<file path="src/rtl/fifo_drain_arbiter.sv">
// fifo_drain_arbiter
//   Round-robin scheduler that drains NUM_SRC FIFOs into one shared
//   downstream port. While a source is granted, one word is popped per cycle
//   whenever the single-entry output stage has room. A source gives up the
//   port when its FIFO runs dry or after MAX_BURST pops. The next scan always
//   starts just after the source that held the port last.
//
// Ports
//   clk        system clock, rising edge
//   rst_n      asynchronous active-low reset
//   src_empty  per-FIFO empty flags (bit i = FIFO i)
//   src_data   per-FIFO head words, FIFO i at [i*DATA_WIDTH +: DATA_WIDTH]
//   src_re     one-hot read enable to the granted FIFO (combinational)
//   out_valid  output stage holds a word
//   out_ready  downstream accepts the word this cycle
//   out_data   registered popped word
//   out_src    index of the FIFO that supplied out_data
//   busy       arbiter is in GRANT
module fifo_drain_arbiter #(
  parameter int NUM_SRC    = 4,
  parameter int DATA_WIDTH = 8,
  parameter int IDX_W      = 2,
  parameter int MAX_BURST  = 4,
  parameter int CNT_W      = 3
) (
  input  logic                          clk,
  input  logic                          rst_n,
  input  logic [NUM_SRC-1:0]            src_empty,
  input  logic [NUM_SRC*DATA_WIDTH-1:0] src_data,
  output logic [NUM_SRC-1:0]            src_re,
  output logic                          out_valid,
  input  logic                          out_ready,
  output logic [DATA_WIDTH-1:0]         out_data,
  output logic [IDX_W-1:0]              out_src,
  output logic                          busy
);

  typedef enum logic [0:0] {
    IDLE  = 1'b0,
    GRANT = 1'b1
  } state_t;

  state_t                state_r, state_n;
  logic [IDX_W-1:0]      grant_r, grant_n;
  logic [IDX_W-1:0]      last_grant_r, last_grant_n;
  logic [CNT_W-1:0]      burst_cnt_r, burst_cnt_n;
  logic                  out_valid_r;
  logic [DATA_WIDTH-1:0] out_data_r;
  logic [IDX_W-1:0]      out_src_r;

  logic [NUM_SRC-1:0]    grant_oh_s;
  logic                  grant_empty_s;
  logic                  space_s;
  logic                  pop_s;
  logic                  any_ready_s;
  logic [DATA_WIDTH-1:0] word_s;
  logic [IDX_W-1:0]      scan_s;

  // Decode the grant, select its head word and form the pop / read enable.
  always_comb begin
    grant_oh_s = '0;
    word_s     = '0;
    for (int i = 0; i < NUM_SRC; i++) begin
      grant_oh_s[i] = (grant_r == IDX_W'(i));
      word_s = word_s | (src_data[i*DATA_WIDTH +: DATA_WIDTH] & {DATA_WIDTH{grant_oh_s[i]}});
    end
    grant_empty_s = |(src_empty & grant_oh_s);
    space_s       = !out_valid_r || out_ready;
    pop_s         = (state_r == GRANT) && !grant_empty_s && space_s;
    src_re        = pop_s ? grant_oh_s : {NUM_SRC{1'b0}};
    any_ready_s   = (src_empty != {NUM_SRC{1'b1}});
  end

  // Round-robin scan: first non-empty source after last_grant, wrapping.
  always_comb begin
    logic             found;
    logic             hit;
    logic [IDX_W-1:0] idx;
    found  = 1'b0;
    hit    = 1'b0;
    idx    = '0;
    scan_s = last_grant_r;
    for (int k = 1; k <= NUM_SRC; k++) begin
      idx    = IDX_W'((int'(last_grant_r) + k) % NUM_SRC);
      hit    = !found && !src_empty[idx];
      scan_s = hit ? idx : scan_s;
      found  = found || hit;
    end
  end

  // Next-state logic for the grant FSM, burst counter and rotation pointer.
  always_comb begin
    state_n      = state_r;
    grant_n      = grant_r;
    last_grant_n = last_grant_r;
    burst_cnt_n  = burst_cnt_r;
    case (state_r)
      IDLE: begin
        if (any_ready_s) begin
          grant_n     = scan_s;
          burst_cnt_n = '0;
          state_n     = GRANT;
        end else begin
          state_n = IDLE;
        end
      end
      GRANT: begin
        if (pop_s && (burst_cnt_r == CNT_W'(MAX_BURST - 1))) begin
          // quantum used up: hand the port on
          last_grant_n = grant_r;
          state_n      = IDLE;
        end else if (grant_empty_s) begin
          // empty flag lags the final pop by one cycle, so this also ends a drain
          last_grant_n = grant_r;
          state_n      = IDLE;
        end else if (pop_s) begin
          burst_cnt_n = burst_cnt_r + CNT_W'(1);
        end else begin
          state_n = GRANT;
        end
      end
      default: begin
        state_n = IDLE;
      end
    endcase
  end

  // FSM and arbitration registers.
  always_ff @(posedge clk or negedge rst_n) begin
    if (!rst_n) begin
      state_r      <= IDLE;
      grant_r      <= '0;
      last_grant_r <= IDX_W'(NUM_SRC - 1);
      burst_cnt_r  <= '0;
    end else begin
      state_r      <= state_n;
      grant_r      <= grant_n;
      last_grant_r <= last_grant_n;
      burst_cnt_r  <= burst_cnt_n;
    end
  end

  // Single-entry output stage; a pop may overwrite a word accepted this cycle.
  always_ff @(posedge clk or negedge rst_n) begin
    if (!rst_n) begin
      out_valid_r <= 1'b0;
      out_data_r  <= '0;
      out_src_r   <= '0;
    end else if (pop_s) begin
      out_valid_r <= 1'b1;
      out_data_r  <= word_s;
      out_src_r   <= grant_r;
    end else if (out_ready) begin
      out_valid_r <= 1'b0;
    end else begin
      out_valid_r <= out_valid_r;
    end
  end

  assign out_valid = out_valid_r;
  assign out_data  = out_data_r;
  assign out_src   = out_src_r;
  assign busy      = (state_r == GRANT);

endmodule

</file>
<file path="config.mk">
export PLATFORM = sky130hd
export DESIGN_NAME = fifo_drain_arbiter
export DESIGN_NICKNAME = d
export VERILOG_FILES = /design/src/rtl/fifo_drain_arbiter.sv
export SDC_FILE = /design/constraint.sdc
export NUM_CORES = 1
export LEC_CHECK = 0
export CAP_MARGIN = 10
export CORE_UTILIZATION = 37
export CTS_CLUSTER_DIAMETER = 120
export CTS_CLUSTER_SIZE = 16
export DETAILED_ROUTE_END_ITERATION = 10
export PLACE_DENSITY = 0.76
export SETUP_SLACK_MARGIN = 0.5
export SLEW_MARGIN = 30
export SYNTH_ARGS = -nofsm -noshare
export SYNTH_HDL_FRONTEND = slang
export SYNTH_SLANG_ARGS = --single-unit
</file>
<file path="constraint.sdc">
create_clock -name clk -period 2 [get_ports clk]
set_clock_uncertainty 0.15 [all_clocks]
set_input_delay 0.6 -clock clk [delete_from_list [all_inputs] [get_ports clk]]
set_output_delay 0.6 -clock clk [all_outputs]
set_load 0.03 [all_outputs]
</file>
; Word level (Yosys, flattened, before mapping)
; Cells that the tools add are included.
[word_totals]
reg_bits = 19
inputBits = 39
word_cells = 84
[op_classes]
add_sub_neg = 5
order_cmp = 4
eq_ne = 9
mux = 26
n_bitwise = 9
n_reduce_logical = 24
[ops]
columns = op, count
row1 = $and A8 B8 Y8, 4
row2 = $or A8 B8 Y8, 3
row3 = $lt A2 B3 Y1 const B, 4
row4 = $mux W2, 6
row5 = $mux W3, 4
row6 = $mux W1, 9
row7 = $bmux W1 S2, 4
row8 = $logic_not A1 Y1, 8
row9 = $logic_and A1 B1 Y1, 6
row10 = $ne A2 B2 Y1 const B, 3
row11 = $pmux W3 S2, 1
row12 = $add A2 B1 Y2 const B, 2
row13 = $add A2 B2 Y2 const B, 2
row14 = $and A4 B4 Y4, 1
row15 = $eq A2 B2 Y1 const B, 2
row16 = $mux W4, 1
row17 = $ne A4 B4 Y1 const B, 1
row18 = $reduce_and A2 Y1, 2
row19 = $reduce_and A4 Y1, 1
row20 = $reduce_bool A2 Y1, 2
row21 = $reduce_or A4 Y1, 1
row22 = $add A3 B1 Y3 const B, 1
row23 = $eq A3 B2 Y1 const B, 1
row24 = $logic_or A1 B1 Y1, 3
row25 = 5 further kinds, 5

; Longest topological paths before layout
[logic_depth]
depth_word = 12
depth_mapped = 5

; Least setup slack after synthesis
; No wires, ideal clock.
[synth_path]
path_kind = register to output
start = reg state_r, in the netlist busy
end = out src_re[2]
arrival_time_ns = 1.947
required_ns = 1.250
setup_slack_ns = -0.697
stages_incl_launch_ff = 4
path_buffers = 1
path_cell_list = dfrtp_1 clkbuf_1 nand2_1 nor4b_1
[synth_between]
elab_chain_cells = 3
[synth_rtl]
columns = item, line_no
row1 = start: declaration, 43  ; state_t state_r, state_n;
row2 = start signal: assignment, 136  ; state_r <= state_n;
row3 = $logic_and A1 B1 Y1 (2 in series), 69  ; pop_s = (state_r == GRANT) && !grant_empty_s && space_s;
row4 = $mux W4, 70  ; src_re = pop_s ? grant_oh_s : {NUM_SRC{1'b0}};
row5 = end: declaration, 30  ; output logic [NUM_SRC-1:0] src_re,
; Every way passes these cells.

; Worst setup path in the final report
[layout_path]
start = in src_empty[2]
end = out src_re[2]
[layout_between]
elab_chain_cells = 6
[layout_rtl]
columns = item, line_no
row1 = start: declaration, 28  ; input logic [NUM_SRC-1:0] src_empty,
row2 = $and A4 B4 Y4, 67  ; grant_empty_s = |(src_empty & grant_oh_s);
row3 = $reduce_or A4 Y1, 67
row4 = $logic_not A1 Y1, 69
row5 = $logic_and A1 B1 Y1 (2 in series), 69
row6 = $mux W4, 70
; Every way passes these cells.

==> results.yml <==
setup_path:
  worst_path_max_delay_cell: "nor4b_4"
  setup.worst_path.end_class: "primary output"
  crit_path_start_kind: "primary input"
  crit_arrival_ps: 1330
  cp_max_fo: 2
  path_cells: "clkdlybuf4s15_2 -> buf_6 -> nor4b_4 -> buf_6"
  critical_path_class: "in -> out"
  cpMostUsedCell: "buf_6"
  slowest_delay_ps: 250
  required_ps: 1250
logic_synthesis:
  synth_top_area_share_pct: 35.3
  seq_area_frac_synth_pct: 39.7
  syn_inst: 98
  synth_warnings: 0
  syn_area_um2: 1200
  synth_seq_cells: 19
  avgSynthCellArea_um2: 12.3
  yosys-top-cells-area: "dfrtp_1 (35%), mux4_2 (17%), mux2_2 (11%)"
  synth-edff-count: 0
  ys.flop_type: "dfrtp_1"
  async_reset_ff_share_pct: 100
  syn-num-nets: 139
  synth_cell_types: 33
  netlist.top_cell.by_area: "dfrtp_1"
finish:
  drive_above_1_share_pct: 58.9
  syn_to_final_growth_pct: 105
  stdcell_area_um2: 2470
  insertedDiodeCount: 0
  seq_area_um2: 480
  multiInputGateArea_um2: 895
  num-nets-final: 239
  fill_cells: 163
power_and_ir_drop:
  p_per_area_nw_per_um2: 1460
  power_uw: 3600
  p_leak_uw: 0.00108
  peakVddDrop_mv: 0.802
global_routing:
  gr-total-overflow: 0
  grt_pass1_wl_mm: 6.47
  grt_pass1_vias: 1312
  antenna_found_initial: 0
  gr-usage-all-layers_pct: 25.1
  grt_max_degree: 20
timing:
  max_slew_margin_pct: 65.2
  whs_ps: 395
  worst_slew_pin_slew_ps: 522
  rsz0062_at_grt: "yes"
  period_share_pct: 104
  worst_slack_ps: -78.9
  drv_slew: 0
  fmax_ghz: 0.481
  fin_tns_setup_ps: -252
  hold_violations: 0
  setup_violations: 5
  finalCriticalPeriod_ps: 2080
clock_tree:
  cts_buffer_depth: 2
  htreeDepth: 1
  cts_num_sinks: 19
  cts-root-buf: "clkbuf_4"
  cts_inserted_buffers: 3
  insertion_delay_ps: 300
  clkTransAtPathRegs_ps: 120
  cts_hold_buf: 0
  cts_tree: "yes"
run_status:
  outcome: "finished, violations left"
  violations: "negative setup slack"
drt:
  drt_iter0_drc: 39
  vias_per_cell: 5.35
  routed_wl_mm: 4.35
  vias: 1289
  routedWlPerCell_um: 18.1
  drt_first_pass_iters: 4
  drc_errors: 0
  ant_nets: 0
floorplanning:
  num_rows: 20
  die_w_um: 59.0
  core-area_um2: 3080
  chipHeight_um: 59.0
  ios: 55
  initial_core_util_pct: 39.1
  dieArea_um2: 3490
flow_run:
  maxCapViolations: 0
placement:
  hpwl_mm: 2.58
  place.gp.congestion: 0.776
  place_area_um2: 1940
  numPortBuffers: 54
hold_path:
  hold_path.class: "reg -> reg"
where the power goes:
group | internal (uW) | switching [uW]
Clock | 77.8 | 130
Combinational | 1470 | 1120
Sequential | 589 | 212
Total | 2140 | 1460
cell type report:
type	instances	share of cell area (%)
repair buffers	101	40.5
multi-input cells	70	36.3
flip-flops and latches	19	19.5
well taps	44	2.23
clock buffers	4	1.06
inverters	3	0.456
state kept, by name, indices dropped and copies added (netlist names):
name	cells
burst_cnt_r	3
busy	1
grant_r	2
last_grant_r	2
out_data	8
out_src	2
out_valid	1
critical path: cells and delay by family:
family | cells | cell delay, ps
and+or+nand+nor | 1 | 250
buffers and inverters | 3 | 480
per-layer routing:
metal | wire (um) | track usage (%) | vias to the layer above
li1 | - | - | 575
met1 | 1900 | 33.0 | 650
met2 | 2210 | 44.0 | 54
met3 | 187 | 2.18 | 10
met4 | 57 | 7.14 | 0
met5 | 0 | 0 | -
placed cells by master (no fill, tap or decap), types with 3 or more instances in the layout:
cell type        count
buf_6               36
clkdlybuf4s50_1     33
buf_4               27
dfrtp_1             15
mux4_2               9
mux2_4               9
nand2_1              5
mux2i_1              4
inv_1                3
mux2_2               3
nand2b_1             3
clkbuf_4             3
per-stage QoR:
step	worst slack (ps)	instances	util, %
finish	-78.9	241	80.2
global route	-146	241	80.2
CTS	-99.6	229	76.1
detailed placement	-538	206	63.2
global placement	-531	206	63.2
floorplan	-200	98	-
what timing repair did:
action	CTS	global route
resized for setup	149	7
pin swaps	11	5
endpoints found under the setup margin	35	35
buffers inserted	19	12
cell families (layout without fill, tap and decap cells):
| family | count (synthesis) | count (layout) | synth area share (%) |
|---|---|---|---|
| AO/OA/AOI/OAI | 10 | 10 | 7.07 |
| multiplexers | 25 | 25 | 31.4 |
| buffers and inverters | 9 | 108 | 3.53 |
| AND/OR/NAND/NOR | 33 | 33 | 16.2 |
| flip-flops | 19 | 19 | 39.7 |
| adder cells (fa/ha/maj) | 2 | 2 | 2.08 |
path summary, 6_finish.rpt:
check | from | end | slack, ps | cells past startpoint
worst max-delay path | src_empty[2] | src_re[2] | -80 | 4
worst min-delay path | burst_cnt_r[1] | burst_cnt_r[1] | 400 | 2
worst max register to register | grant_r[1] | out_data[2] | 0 | 5
worst min register to register | burst_cnt_r[1] | burst_cnt_r[1] | 400 | 2
max in group asynchronous | rst_n | last_grant_r[1] | 970 | 2
min in group asynchronous | rst_n | out_data[5] | 460 | 2
cells in the mapped netlist (2+ instances only):
master,number
dfrtp_1,17
mux2_2,12
mux4_2,9
nand2_1,8
nand2b_1,5
clkbuf_1,4
mux2i_1,4
nand3_1,4
inv_1,3
nor2b_1,3
nor3b_1,3
dfstp_2,2
ha_1,2
nor2_1,2
nor4_1,2
No activity file was read; power rests on OpenSTA's default activity.
